`config.mk`:
```
export PLATFORM = sky130hd
export DESIGN_NAME = axi_lite_mem_arbiter
export DESIGN_NICKNAME = d
export VERILOG_FILES = /design/src/rtl/axi_arb_pkg.sv /design/src/rtl/arb_grant.sv /design/src/rtl/axi_lite_mem_arbiter.sv
export SDC_FILE = /design/constraint.sdc
export NUM_CORES = 1
export LEC_CHECK = 0
export ABC_AREA = 1
export ABC_CLOCK_PERIOD_IN_PS = 1600
export CORE_AREA = 2 2 177 179
export DETAILED_ROUTE_END_ITERATION = 7
export DIE_AREA = 0 0 179 181
export HOLD_SLACK_MARGIN = 0.05
export PLACE_DENSITY = 0.4
export SLEW_MARGIN = 20
export SYNTH_ARGS = -nofsm -noshare
export SYNTH_HDL_FRONTEND = slang
export SYNTH_SLANG_ARGS = --single-unit
```
`constraint.sdc`:
```
create_clock -name clk -period 1.6 [get_ports clk]
set_input_delay 0.32 -clock clk [delete_from_list [all_inputs] [get_ports clk]]
set_output_delay 0.32 -clock clk [all_outputs]
set_load 0.005 [all_outputs]
```
`src/rtl/axi_arb_pkg.sv`:
```
// Shared types and constants for the AXI4-lite memory arbiter.
// Optional round-robin arbitration is selected with ARB_ROUND_ROBIN_EN.
package axi_arb_pkg;

    typedef enum logic [2:0] {
        IDLE,
        RD_ADDR,
        RD_DATA,
        WR,
        WR_RESP
    } arb_state_t;

    localparam logic [1:0] AXI_RESP_OKAY    = 2'b00;
    localparam logic [2:0] AXI_PROT_DEFAULT = 3'b000;

    // Index width for n masters; never zero so a single master still gets a port.
    function automatic int unsigned idx_w(input int unsigned n);
        return (n > 1) ? $clog2(n) : 1;
    endfunction

endpackage

```
`src/rtl/arb_grant.sv`:
```
// Combinational grant selection over the master request vector.
// ARB_ROUND_ROBIN_EN: rotate priority after last_grant; otherwise highest index wins.
module arb_grant
    import axi_arb_pkg::*;
#(
    parameter  int unsigned NM = 2,
    localparam int unsigned GW = idx_w(NM)
) (
`ifdef ARB_ROUND_ROBIN_EN
    input  logic [GW-1:0] last_grant,
`endif
    input  logic [NM-1:0] req,
    output logic [GW-1:0] grant,
    output logic          valid
);

    logic [GW-1:0] idx;

    always_comb begin
        grant = '0;
        idx   = '0;
        valid = |req;
`ifdef ARB_ROUND_ROBIN_EN
        // Walk from lowest to highest priority so the last hit is the winner.
        for (int k = NM - 1; k >= 0; k--) begin
            idx = GW'((int'(last_grant) + 1 + k) % NM);
            if (req[idx]) begin
                grant = idx;
            end
        end
`else
        for (int i = 0; i < NM; i++) begin
            idx = GW'(i);
            if (req[idx]) begin
                grant = idx;
            end
        end
`endif
    end

endmodule

```
`src/rtl/axi_lite_mem_arbiter.sv`:
```
// Shares one AXI4-lite slave port between NM masters, one transaction at a time.
// Define ARB_ROUND_ROBIN_EN for round-robin arbitration; fixed priority otherwise.
module axi_lite_mem_arbiter
    import axi_arb_pkg::*;
#(
    parameter  int unsigned NM = 2,
    parameter  int unsigned AW = 32,
    parameter  int unsigned DW = 32,
    localparam int unsigned SW = DW / 8,
    localparam int unsigned GW = idx_w(NM)
) (
    input  logic             clk,
    input  logic             rst_n,
    input  logic [NM-1:0]    m_awvalid,
    output logic [NM-1:0]    m_awready,
    input  logic [NM*AW-1:0] m_awaddr,
    input  logic [NM*3-1:0]  m_awprot,
    input  logic [NM-1:0]    m_wvalid,
    output logic [NM-1:0]    m_wready,
    input  logic [NM*DW-1:0] m_wdata,
    input  logic [NM*SW-1:0] m_wstrb,
    output logic [NM-1:0]    m_bvalid,
    input  logic [NM-1:0]    m_bready,
    output logic [NM*2-1:0]  m_bresp,
    input  logic [NM-1:0]    m_arvalid,
    output logic [NM-1:0]    m_arready,
    input  logic [NM*AW-1:0] m_araddr,
    input  logic [NM*3-1:0]  m_arprot,
    output logic [NM-1:0]    m_rvalid,
    input  logic [NM-1:0]    m_rready,
    output logic [NM*DW-1:0] m_rdata,
    output logic [NM*2-1:0]  m_rresp,
    output logic             s_awvalid,
    input  logic             s_awready,
    output logic [AW-1:0]    s_awaddr,
    output logic [2:0]       s_awprot,
    output logic             s_wvalid,
    input  logic             s_wready,
    output logic [DW-1:0]    s_wdata,
    output logic [SW-1:0]    s_wstrb,
    input  logic             s_bvalid,
    output logic             s_bready,
    input  logic [1:0]       s_bresp,
    output logic             s_arvalid,
    input  logic             s_arready,
    output logic [AW-1:0]    s_araddr,
    output logic [2:0]       s_arprot,
    input  logic             s_rvalid,
    output logic             s_rready,
    input  logic [DW-1:0]    s_rdata,
    input  logic [1:0]       s_rresp,
    output logic [GW-1:0]    grant,
    output logic             busy
);

    arb_state_t    state_q, state_d;
    logic [GW-1:0] grant_q, grant_d;
    logic [GW-1:0] sel;
    logic          sel_valid;
    logic          aw_done_q, aw_done_d;
    logic          w_done_q, w_done_d;
    logic [NM-1:0] req;

    logic [AW-1:0] awaddr_a [NM];
    logic [AW-1:0] araddr_a [NM];
    logic [2:0]    awprot_a [NM];
    logic [2:0]    arprot_a [NM];
    logic [DW-1:0] wdata_a  [NM];
    logic [SW-1:0] wstrb_a  [NM];

    // Unpack the flat master buses so the grant index selects a whole field.
    for (genvar i = 0; i < NM; i++) begin : g_unpack
        assign awaddr_a[i] = m_awaddr[i*AW +: AW];
        assign araddr_a[i] = m_araddr[i*AW +: AW];
        assign awprot_a[i] = m_awprot[i*3 +: 3];
        assign arprot_a[i] = m_arprot[i*3 +: 3];
        assign wdata_a[i]  = m_wdata[i*DW +: DW];
        assign wstrb_a[i]  = m_wstrb[i*SW +: SW];
    end

    assign req     = m_arvalid | m_awvalid;
    assign grant   = grant_q;
    assign busy    = (state_q != IDLE);
    assign m_rdata = {NM{s_rdata}};
    assign m_rresp = {NM{s_rresp}};
    assign m_bresp = {NM{s_bresp}};

`ifdef ARB_ROUND_ROBIN_EN
    logic [GW-1:0] last_grant_q, last_grant_d;

    always_ff @(posedge clk or negedge rst_n) begin
        if (!rst_n) begin
            last_grant_q <= '0;
        end else begin
            last_grant_q <= last_grant_d;
        end
    end
`endif

    arb_grant #(.NM(NM)) u_grant (
`ifdef ARB_ROUND_ROBIN_EN
        .last_grant (last_grant_q),
`endif
        .req        (req),
        .grant      (sel),
        .valid      (sel_valid)
    );

    always_ff @(posedge clk or negedge rst_n) begin
        if (!rst_n) begin
            state_q   <= IDLE;
            grant_q   <= '0;
            aw_done_q <= 1'b0;
            w_done_q  <= 1'b0;
        end else begin
            state_q   <= state_d;
            grant_q   <= grant_d;
            aw_done_q <= aw_done_d;
            w_done_q  <= w_done_d;
        end
    end

    always_comb begin
        state_d   = state_q;
        grant_d   = grant_q;
        aw_done_d = aw_done_q;
        w_done_d  = w_done_q;
`ifdef ARB_ROUND_ROBIN_EN
        last_grant_d = last_grant_q;
`endif
        s_awvalid = 1'b0;
        s_wvalid  = 1'b0;
        s_bready  = 1'b0;
        s_arvalid = 1'b0;
        s_rready  = 1'b0;
        m_awready = '0;
        m_wready  = '0;
        m_bvalid  = '0;
        m_arready = '0;
        m_rvalid  = '0;
        s_awaddr  = awaddr_a[grant_q];
        s_awprot  = awprot_a[grant_q];
        s_wdata   = wdata_a[grant_q];
        s_wstrb   = wstrb_a[grant_q];
        s_araddr  = araddr_a[grant_q];
        s_arprot  = arprot_a[grant_q];

        case (state_q)
            IDLE: begin
                // A master with both requests pending does its write first.
                if (sel_valid) begin
                    grant_d = sel;
                    state_d = m_awvalid[sel] ? WR : RD_ADDR;
`ifdef ARB_ROUND_ROBIN_EN
                    last_grant_d = sel;
`endif
                end
            end
            RD_ADDR: begin
                s_arvalid          = m_arvalid[grant_q];
                m_arready[grant_q] = s_arready;
                if (s_arvalid && s_arready) begin
                    state_d = RD_DATA;
                end
            end
            RD_DATA: begin
                s_rready          = m_rready[grant_q];
                m_rvalid[grant_q] = s_rvalid;
                if (s_rvalid && s_rready) begin
                    state_d = IDLE;
                end
            end
            WR: begin
                // AW and W complete independently; each is masked once accepted.
                s_awvalid          = m_awvalid[grant_q] & ~aw_done_q;
                m_awready[grant_q] = s_awready & ~aw_done_q;
                s_wvalid           = m_wvalid[grant_q] & ~w_done_q;
                m_wready[grant_q]  = s_wready & ~w_done_q;
                aw_done_d          = aw_done_q | (s_awvalid & s_awready);
                w_done_d           = w_done_q | (s_wvalid & s_wready);
                if (aw_done_d && w_done_d) begin
                    state_d   = WR_RESP;
                    aw_done_d = 1'b0;
                    w_done_d  = 1'b0;
                end
            end
            WR_RESP: begin
                s_bready          = m_bready[grant_q];
                m_bvalid[grant_q] = s_bvalid;
                if (s_bvalid && s_bready) begin
                    state_d = IDLE;
                end
            end
            default: begin
                state_d = IDLE;
            end
        endcase
    end

endmodule
```
==> results.toml, run 1 <==
[clock_network]
cts.sinks = 6
clock_latency_ns = 0.23
cts_tree = "yes"
root_buffer = "clkbuf_16"
cts_buffers = 3
htree_levels = 1
clk_pin_slew_ns = 0.04
cts_buffer_depth = 2

[power_and_ir_drop]
power_density_nw_per_um2 = 1438
irDropWorstVdd_mv = 0.5576
combPwrFrac_pct = 92.9
p_leak_nw = 3.996
switchingPower_mw = 4.765
clkPwrFrac_pct = 3.9
p_int_mw = 6.187
swShare_pct = 43.51
seqPwrFrac_pct = 3.2
total_power_mw = 10.95

[place]
routabilityCongestion = 0.7320
dp_slack_ns = -0.6623
io_buffers = 351
dp.final_hpwl_um = 15050

[global_route]
track_usage_pct = 10.30
grt_use_met2_pct = 17.83
grt_pass1_wl_um = 25340
grt_max_degree = 33
overflow = 0
grt_pass1_vias = 4347
top_usage_layer = "met2"
grt_use_met1_pct = 11.58
met3_usage_pct = 4.609
antenna_found_initial = 2

[timing]
fmax_ghz = 0.5199
hold_viol = 0
max_slew_margin_pct = 81.08
maxSlewViolCount = 0
fin_ws_ns = -0.3233
finalCriticalPeriod_ns = 1.923
rsz0062_at_grt = "yes"
holdWs_ns = 0.3328
fin_skew_ns = 0.001515
setup_viol = 125
worstMarginPinSlew_ns = 0.2830
fin_crit_sh_pct = 120.2

[synthesis]
synth_seq_area_share_pct = 6.098
ys_top_cells_by_area = "nand2_1 (53%), buf_4 (22%), dfrtp_1 (6.1%)"
syn_inst = 520
yosys_warnings = 0
synth_cell_types = 22
synth-seq-cells = 6
syn-cell-area_um2 = 2462
synth_nets = 785
syn_area_per_cell_um2 = 4.735
synth_top_area_cell = "nand2_1"
synth_top_area_share_pct = 52.90

[floorplan]
fp.dieW_um = 179
floorplan.initialDensity_pct = 8.113
fp.dieArea_um2 = 32400
core_area_um2 = 30350
num_io_pins = 460
num_rows = 64
die_h_um = 181

[worst_setup_path]
cp-start-kind = "register"
cpLargestDelayFamily = "buffers and inverters"
crit_chain = "clkinv_8, buf_8, buf_16, buf_8, buf_6, nand2_4, nand2_4, buf_6"
path_class = "register to output pin"
crit_slowest_cell = "dfrtp_4"
required_ns = 1.28
cp_num_buf_inv = 6
crit_path_max_fanout = 6
critPathMaxStageDelay_ns = 0.53
critPathCaptureType = "output pin"
critical_path_arrival_ns = 1.60

[route]
routed_wl_um = 19550
firstDrtPassIters = 5
routed-via-count = 4441
routedWlPerCell_um = 15.18
drt_iter0_markers = 64
viasPerCell = 3.448
antenna_left = 0
drc = 0

[job]
max_cap_violations = 0

[cells_and_area]
layout-drive-gt1-share_pct = 39.51
final_nets = 1157
layout_commonest_cell = "nand2_1"
layout_common_cells = "nand2_1 (239), clkdlybuf4s50_1 (228), nand2_2 (84)"
synthToLayoutAreaGrowth_pct = 209.3
post-route-util_pct = 25.10

[min_path]
hp-class = "primary input to asynchronous set/reset pin"

[run_status]
status = "finished with violations"
violations = "setup timing"
==> sequential cells by signal, summed over array words and instances, names as in the netlist <==
register and cells:
aw_done_q 1, grant 1, state_q 3, w_done_q 1
==> repair_timing <==
item	4_1_cts	5_1_grt
hold buffers	0	0
gates cloned	3	8
buffers inserted	16	44
pin swaps	9	42
gates resized for setup	181	406
setup endpoints to repair	128	128
==> cells by family (layout without fill, tap and decap cells) <==
logic type	after synthesis	after routing	synth area share, %
buf+inv	120	491	30.59
compound gates	7	7	1.778
flops	6	6	6.097
other cells	0	1	0
simple gates	387	387	61.53
==> Yosys cell counts <==
cell type,number
inv_4,1
nor2_1,14
dfrtp_1,6
nand4_1,2
buf_4,72
nand3_2,1
nand2_2,2
nor3_2,1
nor2_4,2
buf_6,1
clkbuf_1,6
inv_2,1
inv_1,21
o211ai_2,1
o21ai_0,3
nand3_1,6
a21oi_1,2
buf_2,18
nand2_1,347
a31oi_1,1
nor3_1,10
nor4_1,2
==> per-layer routing <==
layer	routed length, um	share of wire (%)	vias up
met5	8	0.041	-
met4	192	0.98	2
met3	2611	13	11
met2	8943	46	302
met1	7793	40	1893
li1	-	-	2233
==> metrics by stage <==
step                      area [um^2]  TNS, ns  cells
after floorplan                  2462        0    520
after global placement           6266   -37.14   1219
after detailed placement         6266   -36.12   1219
after CTS                        6685   -50.23   1240
after global routing             7615   -32.43   1287
final                            7617   -25.07   1288
==> power groups by stage <==
| stage | sequential (mW) | clock (mW) | combinational (mW) |
|---|---|---|---|
| 6_report | 0.353 | 0.427 | 10.2 |
| 2_1_floorplan | 0.275 | 0 | 2.73 |
| 3_5_place_dp | 0.309 | 0 | 7.43 |
| 4_1_cts | 0.326 | 0.434 | 8.38 |
| 3_3_place_gp | 0.312 | 0 | 7.51 |
| 5_1_grt | 0.367 | 0.443 | 11.1 |
==> cell type report <==
cell class | count | area [um^2]
multi-input cells | 394 | 2118
diodes | 1 | 2.502
clock buffers | 4 | 78.83
inverters | 23 | 98.84
flip-flops and latches | 6 | 153.9
repair inverters | 1 | 8.758
fillers | 3395 | 22730
repair buffers | 463 | 4661
well taps | 396 | 495.5
==> final timing paths <==
| path | from | to | slack [ns] | cells after the start |
|---|---|---|---|---|
| min reg2reg | state_q[1] | state_q[1] | 0.63 | 3 |
| max | grant | s_wdata[18] | -0.32 | 8 |
| min | rst_n | aw_done_q | 0.33 | 1 |
| min in group clk | state_q[1] | state_q[1] | 0.63 | 3 |
| max in group asynchronous | rst_n | grant | 1.02 | 1 |
| max reg2reg | grant | state_q[0] | -0.13 | 12 |
(Power assumes the default switching activity.)
==> run 2: changes to the inputs <==
ABC_CLOCK_PERIOD_IN_PS = 2400   (was 1600)
CORE_AREA = 2 2 178 180   (was 2 2 177 179)
DIE_AREA = 0 0 180 182   (was 0 0 179 181)
PLACE_DENSITY = 0.39   (was 0.4)
clock period = 2.4 ns   (was 1.6 ns; I/O delays follow)
==> run 2 against run 1 <==
Compared with the run above:
- the run now ends clean
- clock power decreased by 34%
- non-clock buffer count decreased by 87
- flip-flop and latch count unchanged
- die area increased by 1.1%
- highest routed layer is now met4
- first-iteration DRC count increased by 33%
==> results.toml, run 2 (same netlist as run 1, synthesis figures left out) <==
[run_status]
status = "completed"

[timing]
holdWs_ns = 0.5020
rsz0062_at_grt = "yes"
finalCriticalPeriod_ns = 2.340
fin_ws_ns = 0.06024
maxSlewViolCount = 0
hold_viol = 0
max_slew_margin_pct = 80.50
fmax_ghz = 0.4274
setup_viol = 0
worstMarginPinSlew_ns = 0.2915
fin_crit_sh_pct = 97.49
fin_skew_ns = 0.001281

[worst_setup_path]
crit_path_max_fanout = 53
critPathMaxStageDelay_ns = 0.56
path_class = "register to output pin"
reg2reg_to = "state_q[0]"
cp-start-kind = "register"
reg2reg_slack_ns = 0.65
crit_chain = "buf_12, nand2_1, nand2_1, nor2_1, clkdlybuf4s50_1"
critical_path_arrival_ns = 1.86
required_ns = 1.92
r2r_cells = 11
worst_path_most_repeated_cell = "nand2_1"
critPathCaptureType = "output pin"
r2r_start = "grant"
crit_slowest_cell = "dfrtp_4"

[clock_network]
cts_tree = "yes"
clk_pin_slew_ns = 0.04
clock_latency_ns = 0.23
holdBufCountCts = 0
htree_levels = 1
cts_buffer_depth = 2
cts.sinks = 6
cts_buffers = 3
root_buffer = "clkbuf_16"

[floorplan]
die_h_um = 182
floorplan.initialDensity_pct = 7.947
num_io_pins = 460
num_rows = 65
core_area_um2 = 30990
fp.dieArea_um2 = 32760
fp.dieW_um = 180

[place]
routabilityCongestion = 0.7229
dp.final_hpwl_um = 14730
io_buffers = 351
dp_slack_ns = 0.07058

[power_and_ir_drop]
power_density_nw_per_um2 = 873.3
switchingPower_mw = 2.507
p_int_mw = 3.048
p_leak_nw = 3.088
irDropWorstVdd_mv = 0.3360
combPwrFrac_pct = 90.4
seqPwrFrac_pct = 4.6
total_power_mw = 5.555
clkPwrFrac_pct = 5.1
swShare_pct = 45.13

[cells_and_area]
layout_common_cells = "nand2_1 (347), clkdlybuf4s50_1 (332), inv_1 (20)"
synthToLayoutAreaGrowth_pct = 158.3
layout_commonest_cell = "nand2_1"
top_register = "state_q"
post-route-util_pct = 20.53
largest_reg_flops = 3
final_nets = 1070
antennaDiodeCount = 0
layout-drive-gt1-share_pct = 5.597

[route]
drt_iter0_markers = 85
drc = 0
routedWlPerCell_um = 15.78
routed_wl_um = 19030
viasPerCell = 3.335
firstDrtPassIters = 4
antenna_left = 0
routed-via-count = 4022

[global_route]
grt_pass1_vias = 4054
antenna_found_initial = 0
grt_pass1_wl_um = 25050
track_usage_pct = 9.808
grt_max_degree = 66
overflow = 0

[job]
max_cap_violations = 0

[min_path]
hp-class = "primary input to asynchronous set/reset pin"
-- run 2: repair_timing --
item	in CTS	in global routing
pin swaps	0	1
buffers inserted	0	8
resized for setup	6	27
setup endpoints to repair	58	44
gates cloned	0	6
-- run 2: layer usage --
layer	vias to the layer above	share of wire (%)	global-route usage (%)
met5	-	0	0
met2	311	46	16.54
met3	2	11	4.192
li1	2049	-	-
met1	1660	43	12.18
met4	0	0.032	0.4228
-- run 2: area by class of cell --
| type | count | area [um^2] |
|---|---|---|
| clock buffer | 4 | 78.83 |
| sequential | 6 | 153.9 |
| timing repair inverter | 1 | 8.758 |
| fill | 3556 | 24620 |
| tap | 402 | 503.0 |
| multi-input combinational | 394 | 1580 |
| timing repair buffer | 376 | 3935 |
| inverter | 23 | 101.3 |
-- run 2: worst max-delay path by stage --
stage / startpoint / slack [ns] / depth (start not counted) / end
floorplan: grant / 0.86 / 6 / s_araddr[0]
global placement: m_awvalid[1] / 0.09 / 6 / s_awvalid
detailed placement: s_wready / 0.07 / 4 / m_wready[1]
CTS: grant / -0.02 / 6 / s_araddr[2]
global route: grant / -0.03 / 6 / s_wvalid
finish: grant / 0.06 / 5 / s_bready
-- run 2: power groups by stage --
stage,combinational (mW),clock (mW),sequential (mW)
after global routing,5.53,0.292,0.267
after detailed placement,4.57,0,0.224
final,5.02,0.281,0.254
after global placement,4.62,0,0.225
after CTS,4.63,0.282,0.234
after floorplan,1.82,0,0.184
-- run 2: worst max-delay path, delay by kind of cell (launching register included) --
kind / cells / cell delay [ns]
AND/OR/NAND/NOR: 3 / 0.29
buffers and inverters: 2 / 0.74
flip-flops: 1 / 0.56
-- run 2: metrics by stage --
step / setup TNS (ns) / instance area [um^2] / std cells
after global routing: -0.1081 / 6361 / 1206
after floorplan: 0 / 2462 / 520
after detailed placement: 0 / 5978 / 1188
after CTS: -0.05525 / 6075 / 1192
after global placement: 0 / 5978 / 1188
final: 0 / 6361 / 1206
